[src/rtl/text_line.sv]
// text_line: one line of N_CHARS character cells drawn at a fixed screen
// position. The render path turns the current pixel coordinate into a font
// ROM address and glyph column one clock later. A small FSM can fill the line
// with spaces, one cell per cycle. An optional frame-based blink blanks the
// whole line on alternate half-periods.
module text_line #(
    parameter int N_CHARS      = 8,
    parameter int START_X      = 364,
    parameter int START_Y      = 400,
    parameter int BLINK_FRAMES = 30
) (
    input  logic        Clk,
    input  logic        Reset,
    input  logic [9:0]  DrawX,
    input  logic [9:0]  DrawY,
    input  logic        frame_start,
    input  logic        wr_en,
    input  logic [5:0]  wr_idx,
    input  logic [6:0]  wr_char,
    output logic        wr_ready,
    input  logic        clr_req,
    output logic        busy,
    input  logic        blink_en,
    output logic        is_text,
    output logic [10:0] sprite_addr,
    output logic [2:0]  bit_idx
);

    localparam logic [6:0]  SPACE      = 7'h20;
    // Bounds are widened to 12 bits so the hit test never wraps at 0 or 1023.
    localparam logic [11:0] X_LO       = 12'(START_X);
    localparam logic [11:0] X_HI       = 12'(START_X + 8 * N_CHARS);
    localparam logic [11:0] Y_LO       = 12'(START_Y);
    localparam logic [11:0] Y_HI       = 12'(START_Y + 16);
    localparam logic [5:0]  LAST_IDX   = 6'(N_CHARS - 1);
    localparam logic [7:0]  BLINK_LAST = 8'(BLINK_FRAMES - 1);

    typedef enum logic {IDLE, CLEAR} state_t;

    state_t      state_reg;
    logic [5:0]  clr_idx_reg;
    logic        busy_reg;
    logic [7:0]  blink_cnt_reg;
    logic        phase_reg;
    logic        is_text_reg;
    logic [10:0] sprite_addr_reg;
    logic [2:0]  bit_idx_reg;

    logic [6:0]  cell_val [N_CHARS];
    logic        wr_accept;

    logic [11:0] dx;
    logic [11:0] dy;
    logic [11:0] dx_off;
    logic [3:0]  row;
    logic        hit;
    logic        blanked;
    logic [6:0]  char_sel;

    assign wr_ready  = !busy_reg && !Reset;
    assign wr_accept = wr_en && wr_ready;
    assign busy      = busy_reg;

    // Clear FSM: IDLE waits for clr_req, CLEAR walks every cell once.
    always_ff @(posedge Clk) begin
        if (Reset) begin
            state_reg   <= IDLE;
            clr_idx_reg <= '0;
            busy_reg    <= 1'b0;
        end else begin
            case (state_reg)
                IDLE: begin
                    if (clr_req) begin
                        state_reg   <= CLEAR;
                        clr_idx_reg <= '0;
                        busy_reg    <= 1'b1;
                    end
                end
                CLEAR: begin
                    if (clr_idx_reg == LAST_IDX) begin
                        state_reg   <= IDLE;
                        clr_idx_reg <= '0;
                        busy_reg    <= 1'b0;
                    end else begin
                        clr_idx_reg <= clr_idx_reg + 6'd1;
                    end
                end
                default: begin
                    state_reg   <= IDLE;
                    clr_idx_reg <= '0;
                    busy_reg    <= 1'b0;
                end
            endcase
        end
    end

    // One register per cell; out-of-range write indices match no cell and
    // are therefore dropped without any extra logic.
    generate
        for (genvar gi = 0; gi < N_CHARS; gi++) begin : g_cell
            logic [6:0] cell_reg;

            // Cell update: reset and clear load a space, otherwise take the write.
            always_ff @(posedge Clk) begin
                if (Reset) begin
                    cell_reg <= SPACE;
                end else if (state_reg == CLEAR && clr_idx_reg == 6'(gi)) begin
                    cell_reg <= SPACE;
                end else if (wr_accept && wr_idx == 6'(gi)) begin
                    cell_reg <= wr_char;
                end
            end

            assign cell_val[gi] = cell_reg;
        end
    endgenerate

    // Blink timing: count frames, flip the phase every BLINK_FRAMES frames.
    always_ff @(posedge Clk) begin
        if (Reset || !blink_en) begin
            blink_cnt_reg <= '0;
            phase_reg     <= 1'b0;
        end else if (frame_start) begin
            if (blink_cnt_reg == BLINK_LAST) begin
                blink_cnt_reg <= '0;
                phase_reg     <= !phase_reg;
            end else begin
                blink_cnt_reg <= blink_cnt_reg + 8'd1;
            end
        end
    end

    assign dx      = {2'b00, DrawX};
    assign dy      = {2'b00, DrawY};
    assign dx_off  = dx - X_LO;
    assign row     = 4'(dy - Y_LO);
    assign hit     = (dx >= X_LO) && (dx < X_HI) && (dy >= Y_LO) && (dy < Y_HI);
    assign blanked = blink_en && phase_reg;

    // Select the character of the cell under the pixel.
    always_comb begin
        char_sel = '0;
        for (int i = 0; i < N_CHARS; i++) begin
            if (dx_off[11:3] == 9'(i)) begin
                char_sel = cell_val[i];
            end
        end
    end

    // Registered render outputs, forced to zero on miss, blank or reset.
    always_ff @(posedge Clk) begin
        if (Reset || !hit || blanked) begin
            is_text_reg     <= 1'b0;
            sprite_addr_reg <= '0;
            bit_idx_reg     <= '0;
        end else begin
            is_text_reg     <= 1'b1;
            sprite_addr_reg <= {char_sel, row};
            bit_idx_reg     <= dx_off[2:0];
        end
    end

    assign is_text     = is_text_reg;
    assign sprite_addr = sprite_addr_reg;
    assign bit_idx     = bit_idx_reg;

endmodule
[config.mk]
export PLATFORM = sky130hd
export DESIGN_NAME = text_line
export DESIGN_NICKNAME = d
export VERILOG_FILES = /design/src/rtl/text_line.sv
export SDC_FILE = /design/constraint.sdc
export NUM_CORES = 1
export LEC_CHECK = 0
export ABC_AREA = 0
export BUFFER_PORTS_ARGS = -buffer_cell sky130_fd_sc_hd__buf_2
export CAP_MARGIN = 10
export CORE_ASPECT_RATIO = 0.9
export CORE_MARGIN = 2
export CORE_UTILIZATION = 45
export CTS_CLUSTER_DIAMETER = 150
export CTS_CLUSTER_SIZE = 25
export DETAILED_ROUTE_END_ITERATION = 10
export PLACE_DENSITY = 0.71
export SYNTH_ARGS = -nofsm -noshare
export SYNTH_HDL_FRONTEND = slang
export SYNTH_SLANG_ARGS = --single-unit
[constraint.sdc]
create_clock -name Clk -period 2.05 [get_ports Clk]
set_input_delay 0.3075 -clock Clk [delete_from_list [all_inputs] [get_ports Clk]]
set_output_delay 0.3075 -clock Clk [all_outputs]
set_load 0.02 [all_outputs]
### After elaboration in Yosys (flattened, before gate mapping)

Cells that the tools add are included.

| storage, ports and cells | value |
|---|---|
| register bits | 88 |
| input bits | 39 |
| output and inout port bits | 17 |
| logic and storage cells | 111 |

| operators by class | value |
|---|---|
| $add $sub $neg | 4 |
| order comparisons | 4 |
| equality and inequality tests | 24 |
| muxes and demuxes | 19 |
| bitwise gates (word level) | 1 |
| reductions and logical operators | 43 |

Operator list:

| cell | number |
|---|---|
| two-way mux 7 bit | 8 |
| equality test 6 x 3 -> 1 bit (second input constant) | 8 |
| equality test 9 x 3 -> 1 bit (second input constant) | 4 |
| equality test 6 x 2 -> 1 bit (second input constant) | 4 |
| logical AND 1 bit | 22 |
| >= comparator 10 x 9 -> 1 bit (second input constant) | 2 |
| < comparator 10 x 9 -> 1 bit (second input constant) | 2 |
| equality test 9 x 2 -> 1 bit (second input constant) | 2 |
| OR reduction 2 bit | 8 |
| equality test 6 x 1 -> 1 bit (second input constant) | 2 |
| zero test 6 bit | 2 |
| two-way mux 6 bit | 2 |
| one-hot mux 6 bit (2 select lines) | 1 |
| subtractor 10 x 9 -> 11 bit (second input constant) | 1 |
| equality test 9 x 1 -> 1 bit (second input constant) | 1 |
| zero test 9 bit | 1 |
| adder 8 x 1 -> 8 bit (second input constant) | 1 |
| equality test 8 x 5 -> 1 bit (second input constant) | 1 |
| two-way mux 8 bit | 1 |
| adder 6 x 1 -> 6 bit (second input constant) | 1 |
| zero test 1 bit | 5 |
| two-way mux 1 bit | 5 |
| one-hot mux 1 bit (2 select lines) | 2 |
| AND reduction 2 bit | 2 |
| other kinds (5) | 7 |

### Logic depth before layout (Yosys ltp)

Gate-level depths: netlist of the first run.

| logic depth | value |
|---|---|
| word-level depth | 10 |
| mapped depth | 8 |
| mapped depth without buffers | 7 |

### Least setup slack after synthesis of the first run

Ideal clock, no wire load.

| timing path | value |
|---|---|
| path type | input to register |
| from | input DrawX[2] |
| to | register sprite_addr_reg[5] (netlist: sprite_addr[5]) |
| library setup time | 0.133 ns |
| arrival time | 1.647 ns |
| required time | 1.917 ns |
| slack | 0.270 ns |
| cell stages on the path | 7 |
| buffers on the path | 1 |
| cells stage by stage | ha_1 buf_4 o2111a_1 o21a_2 a221o_1 a31oi_1 a211oi_1 |

| between the ends | value |
|---|---|
| cells in the longest elaborated chain, start to end | 10 |
| elaborated cells on any way between the ends | 25 |
| those cells by class | 1 x add/sub; 2 x order compare; 7 x eq/ne; 8 x mux; 7 x reduce/logical |

Ends and longest elaborated chain:

| item | line | source |
|---|---|---|
| from (decl) | 14 | `input logic [9:0] DrawX,` |
| subtractor 10 x 9 -> 11 bit | 135 | `assign dx_off = dx - X_LO;` |
| zero test 9 bit | 144 | `if (dx_off[11:3] == 9'(i)) begin` |
| two-way mux 7 bit (8 in series) | 144 |  |
| to (signal assigned) | 158 | `sprite_addr_reg <= {char_sel, row};` |
| to (decl) | 46 | `logic [10:0] sprite_addr_reg;` |

Several ways; a longest one is shown, not always the timed one.
A chain may end at the register's enable or synchronous reset.

### Final worst setup path of the first run

| timing path | value |
|---|---|
| from | input DrawX[3] |
| to | register sprite_addr_reg[7] (netlist: sprite_addr[7]) |

Same word-level chain as after synthesis.

==> reports/metrics.cfg, run 1 <==
[outcome]
status = finished clean

[cells_and_area]
area_growth_pct = 14.34
fin_util = 0.5342
finalNetCount = 552
largest_reg_flops = 56
drive_gt1_frac = 0.2275
design_area_sq_um = 4918
antenna_cells = 0

[global_route]
antenna_found_initial = 0
grt.overflow.total = 0
grt_usage = 0.1997
grt_max_degree = 21
grt_first_pass_wirelength_um = 16220
first_global_vias = 3268

[critical_path]
cp.arrival_ns = 2.05
crit_end = sprite_addr[7]
startpoint_type = primary input
path_cells = buf_2, ha_1, xnor2_4, buf_4, a211oi_1, a31oi_1, a221oi_2
required_ns = 2.33
critPathLaunch = DrawX[3]
r2r_start = state_reg
r2r_slack_ns = 0.35
critPathCaptureType = flop
worst-setup-path-type = primary input to flop
cp_slowest_cell = ha_1
r2r-end = g_cell[3].cell_reg[0]
crit_path_max_incr_delay_ns = 0.54
worstRegToRegCells = 5
worst-path-max-fanout = 13

[routing]
wire_per_inst_um = 15.97
post_drt_via_cell_ratio = 5.434
drt_iter0_drc = 168
drc = 0
vias = 3434
first_pass_iters = 4
ant_nets = 0
drt_wl_total_um = 10090

[pwr]
internal_power_w = 0.002550
sw_frac_of_total = 0.2579
clkPwrFrac = 0.385
vdd_ir_drop_max_mv = 0.4383
p_sw_w = 0.0008864
power_density_nw_per_um2 = 698.7
combPwrFrac = 0.112
pwr-share-seq = 0.503
totalPowerFinal_w = 0.003437
power_leakage_nw = 2.119

[clocking]
numCtsBuffers = 9
ctsHoldBuffers = 0
root_buffer = clkbuf_8
h-tree-depth = 3
cts_resized = 0
clk_path_buf_depth = 2
tritoncts = yes
cts_sinks = 88
clock_latency_ns = 0.36
cts.clk_slew.worst_paths_ns = 0.09
cts_setup_buffers = 0

[synthesis]
yosysWarningCount = 0
synth_edf_count = 0
async_reset_ff_frac = 0
yosysSeqAreaShare = 0.4095
synth_cells = 451
syn_area_per_cell_sq_um = 9.538
ys_types = 70
synth_area_leader_cell = dfxtp_1
synthFlopType = dfxtp_1
syn_nets = 497
synthTopCellsByArea = dfxtp_1, mux2i_1, nor2_1
synth_top_area_share = 0.4095
synthesis.area_sq_um = 4302
synth_common_cells = dfxtp_1, nor2_1, mux2i_1
synth_seq_cells = 88
yosysMostFrequentCell = dfxtp_1

[floorplan]
die_w_um = 107.1
boundaryPins = 56
dieArea_sq_um = 10360
core_sq_um = 9208
initial_core_util = 0.4672
rows = 33
die_h_um = 96.76

[placed_design]
dp_hpwl_um = 7539
dpl_cell_area_sq_um = 4701
port_buffers = 55
gp_congestion = 0.9066

[sta]
fin_crit_sh = 0.8662
slew_headroom = 0.6019
period_minus_slack_ns = 1.776
maxSlewViolCount = 0
max_slew.worst_pin.slew_ns = 0.5971
setup_viol = 0
finalSetupTns_ns = 0
hold_ws_ns = 0.1441
fmax_mhz = 563.2
fin_skew_ns = 0.01106
hold_viol_final = 0
rsz0062_at_grt = false

[run]
drv_cap = 0

[hold_path]
min_path_type = primary input to flop
hold_path.startpoint = DrawY[1]

[power by group through the flow]
stage	logic [W]	registers (W)	clock network, W
after floorplan	0.000256	0.00177	0
after global placement	0.000373	0.00177	0
after detailed placement	0.000381	0.00177	0
after CTS	0.000383	0.00173	0.00135
after global routing	0.000422	0.00173	0.00143
final	0.000386	0.00173	0.00132
[final cells by class]
| cell class | instances | area [sq um] |
|---|---|---|
| Fill cell | 839 | 4289 |
| Multi-Input combinational cell | 325 | 2346 |
| Sequential cell | 88 | 1762 |
| Timing Repair Buffer | 72 | 402.9 |
| Tap cell | 122 | 152.6 |
| Clock buffer | 9 | 123.9 |
| Clock inverter | 6 | 93.84 |
| Inverter | 10 | 37.54 |
[kinds of logic (layout without fill, tap and decap cells)]
logic type,count (synthesis),count (layout),synth area share
compound gates,82,82,0.1521
mux,57,57,0.1329
buf+inv,38,97,0.04508
xor+xnor,12,12,0.03316
flops,88,88,0.4095
simple gates,167,167,0.2068
fa+ha+maj,7,7,0.02036
[metal layers]
layer	vias to the layer above	wire, um	global-route usage
li1	1692	-	-
met1	1614	4718	0.2723
met2	112	4564	0.3116
met3	16	618	0.04313
met4	0	189	0.06993
met5	-	0	0
[critical path, delay by kind of cell]
kind / cells / cell delay (ns)
xor+xnor: 1 / 0.22
compound gates: 3 / 0.65
fa+ha+maj: 1 / 0.54
buf+inv: 2 / 0.33
[cell usage in the layout, fill, tap and decap left out, types with 9 or more instances in the layout]
master    instances
dfxtp_1          88
clkbuf_8          9
inv_1             9
buf_4            17
buf_2            55
xor2_1            9
a21oi_1          14
mux2i_1          56
nor2_1           76
nand3_1          11
nand2_1          24
o21ai_0          11
[worst min path at each step]
stage / to / slack, ns / cells past startpoint
floorplan: bit_idx[2] / 0.38 / 1
global placement: g_cell[7].cell_reg[5] / 0.44 / 1
detailed placement: g_cell[6].cell_reg[5] / 0.45 / 1
CTS: sprite_addr[1] / 0.14 / 2
global route: sprite_addr[1] / 0.13 / 2
finish: sprite_addr[1] / 0.14 / 2
[through the flow]
| step | setup slack [ns] | cells |
|---|---|---|
| 6_report | 0.2743 | 632 |
| 5_1_grt | 0.08817 | 632 |
| 4_1_cts | 0.2896 | 632 |
| 3_5_place_dp | -0.08125 | 617 |
| 3_3_place_gp | -0.02447 | 617 |
| 2_1_floorplan | 0.2696 | 451 |
No activity file was read; power rests on OpenSTA's default activity.
==> run 2: changes to the inputs <==
--- a/config.mk
+++ b/config.mk
@@ -10,11 +10,11 @@
 export CAP_MARGIN = 10
 export CORE_ASPECT_RATIO = 0.9
 export CORE_MARGIN = 2
-export CORE_UTILIZATION = 45
+export CORE_UTILIZATION = 58
 export CTS_CLUSTER_DIAMETER = 150
 export CTS_CLUSTER_SIZE = 25
 export DETAILED_ROUTE_END_ITERATION = 10
-export PLACE_DENSITY = 0.71
+export PLACE_DENSITY = 0.86
 export SYNTH_ARGS = -nofsm -noshare
 export SYNTH_HDL_FRONTEND = slang
 export SYNTH_SLANG_ARGS = --single-unit
==> reports/metrics.cfg, run 2 (synthesis results as in run 1) <==
[floorplan]
boundaryPins = 56
dieArea_sq_um = 8123
rows = 29
die_h_um = 85.70
die_w_um = 94.78
initial_core_util = 0.6049
core_sq_um = 7112

[sta]
hold_viol_final = 0
max_slew.worst_pin.slew_ns = 0.6395
maxSlewViolCount = 0
period_minus_slack_ns = 1.832
fin_skew_ns = 0.01387
fin_crit_sh = 0.8938
slew_headroom = 0.5737
fmax_mhz = 545.7
fin_ws_ns = 0.2176
setup_viol = 0
rsz0062_at_grt = false

[clocking]
tritoncts = yes
cts_setup_buffers = 0
cts_resized = 0
clk_path_buf_depth = 2
h-tree-depth = 3
clock_latency_ns = 0.37
ctsHoldBuffers = 0
cts_sinks = 88
root_buffer = clkbuf_8
cts.clk_slew.worst_paths_ns = 0.09
numCtsBuffers = 9

[critical_path]
required_ns = 2.34
critPathCaptureType = flop
worst-path-max-fanout = 11
critPathLaunch = DrawX[2]
worst-setup-path-type = primary input to flop
r2r_start = clr_idx_reg[0]
path_cells = buf_2, ha_1, xor2_4, o21a_2, nand3_1, a41o_1, a221oi_2
cp_slowest_cell = ha_1
cp.arrival_ns = 2.12
startpoint_type = primary input
crit_path_max_incr_delay_ns = 0.56

[hold_path]
min_path_type = primary input to flop
hold_path.startpoint = DrawY[2]

[cells_and_area]
nFillCells = 567
finalNetCount = 552
multi_input_area_sq_um = 2346
area_growth_pct = 13.76
drive_gt1_frac = 0.2275
final_common_cell = dfxtp_1
largest_reg_flops = 56
antenna_cells = 0
mostFrequentLayoutCells = dfxtp_1, nor2_1, mux2i_1
regArea_sq_um = 1762

[pwr]
totalPowerFinal_w = 0.003456
power_leakage_nw = 2.119
power_density_nw_per_um2 = 706.3
vdd_ir_drop_max_mv = 0.5343

[placed_design]
place_ws_ns = -0.1230
dp_hpwl_um = 7625
port_buffers = 55
gp_congestion = 0.9251

[routing]
ant_nets = 0
wire_per_inst_um = 17.17
drt_iter0_drc = 224
drc = 0
post_drt_via_cell_ratio = 5.852
vias = 3529
first_pass_iters = 5
drt_wl_total_um = 10350

[run]
drv_cap = 0

[global_route]
grt_usage = 0.2664
grt_max_degree = 21
first_global_vias = 3436
grt_first_pass_wirelength_um = 16570
grt.overflow.total = 0
antenna_found_initial = 0

[outcome]
status = finished clean

## run 2: cell type report
type | count | share of cell area
inverter | 10 | 0.007671
clock buffer | 9 | 0.02531
multi-input combinational | 325 | 0.4794
tap | 93 | 0.02378
timing repair buffer | 72 | 0.08489
clock inverter | 6 | 0.01892
sequential | 88 | 0.3600
## run 2: final timing paths
check                           to  slack [ns]  depth (start not counted)
max                sprite_addr[10]        0.22                          7
min                 sprite_addr[2]        0.14                          2
max reg2reg         clr_idx_reg[3]        0.40                          6
min reg2reg  g_cell[5].cell_reg[5]        0.47                          1
## run 2: critical path: cells and delay by family
family	cells	cell delay, ns
compound gates	3	0.73
buf+inv	1	0.09
fa+ha+maj	1	0.56
simple gates	1	0.10
xor+xnor	1	0.33
## run 2: through the flow
step                area [sq um]  TNS (ns)  cells    util  hold WS (ns)
floorplan                   4302         0    451       -        0.3799
global placement            4677  -0.06231    588  0.6576        0.4408
detailed placement          4677   -0.4266    588  0.6576        0.4505
CTS                         4893         0    603  0.6881        0.1414
global route                4893         0    603  0.6881        0.1409
finish                      4893         0    603  0.6881        0.1425
## run 2: report_power, final
group          internal [W]  switching [W]
clock              0.000688       0.000643
sequential          0.00172     0.00000876
combinational      0.000150       0.000249
## run 2: routing by layer
metal  routed length (um)  GRT usage  vias to the layer above
li1                     -          -                     1694
met1                 4543     0.3391                     1649
met2                 4738     0.4249                      153
met3                  685    0.06327                       33
met4                  385     0.1304                        0
met5                    0          0                        -
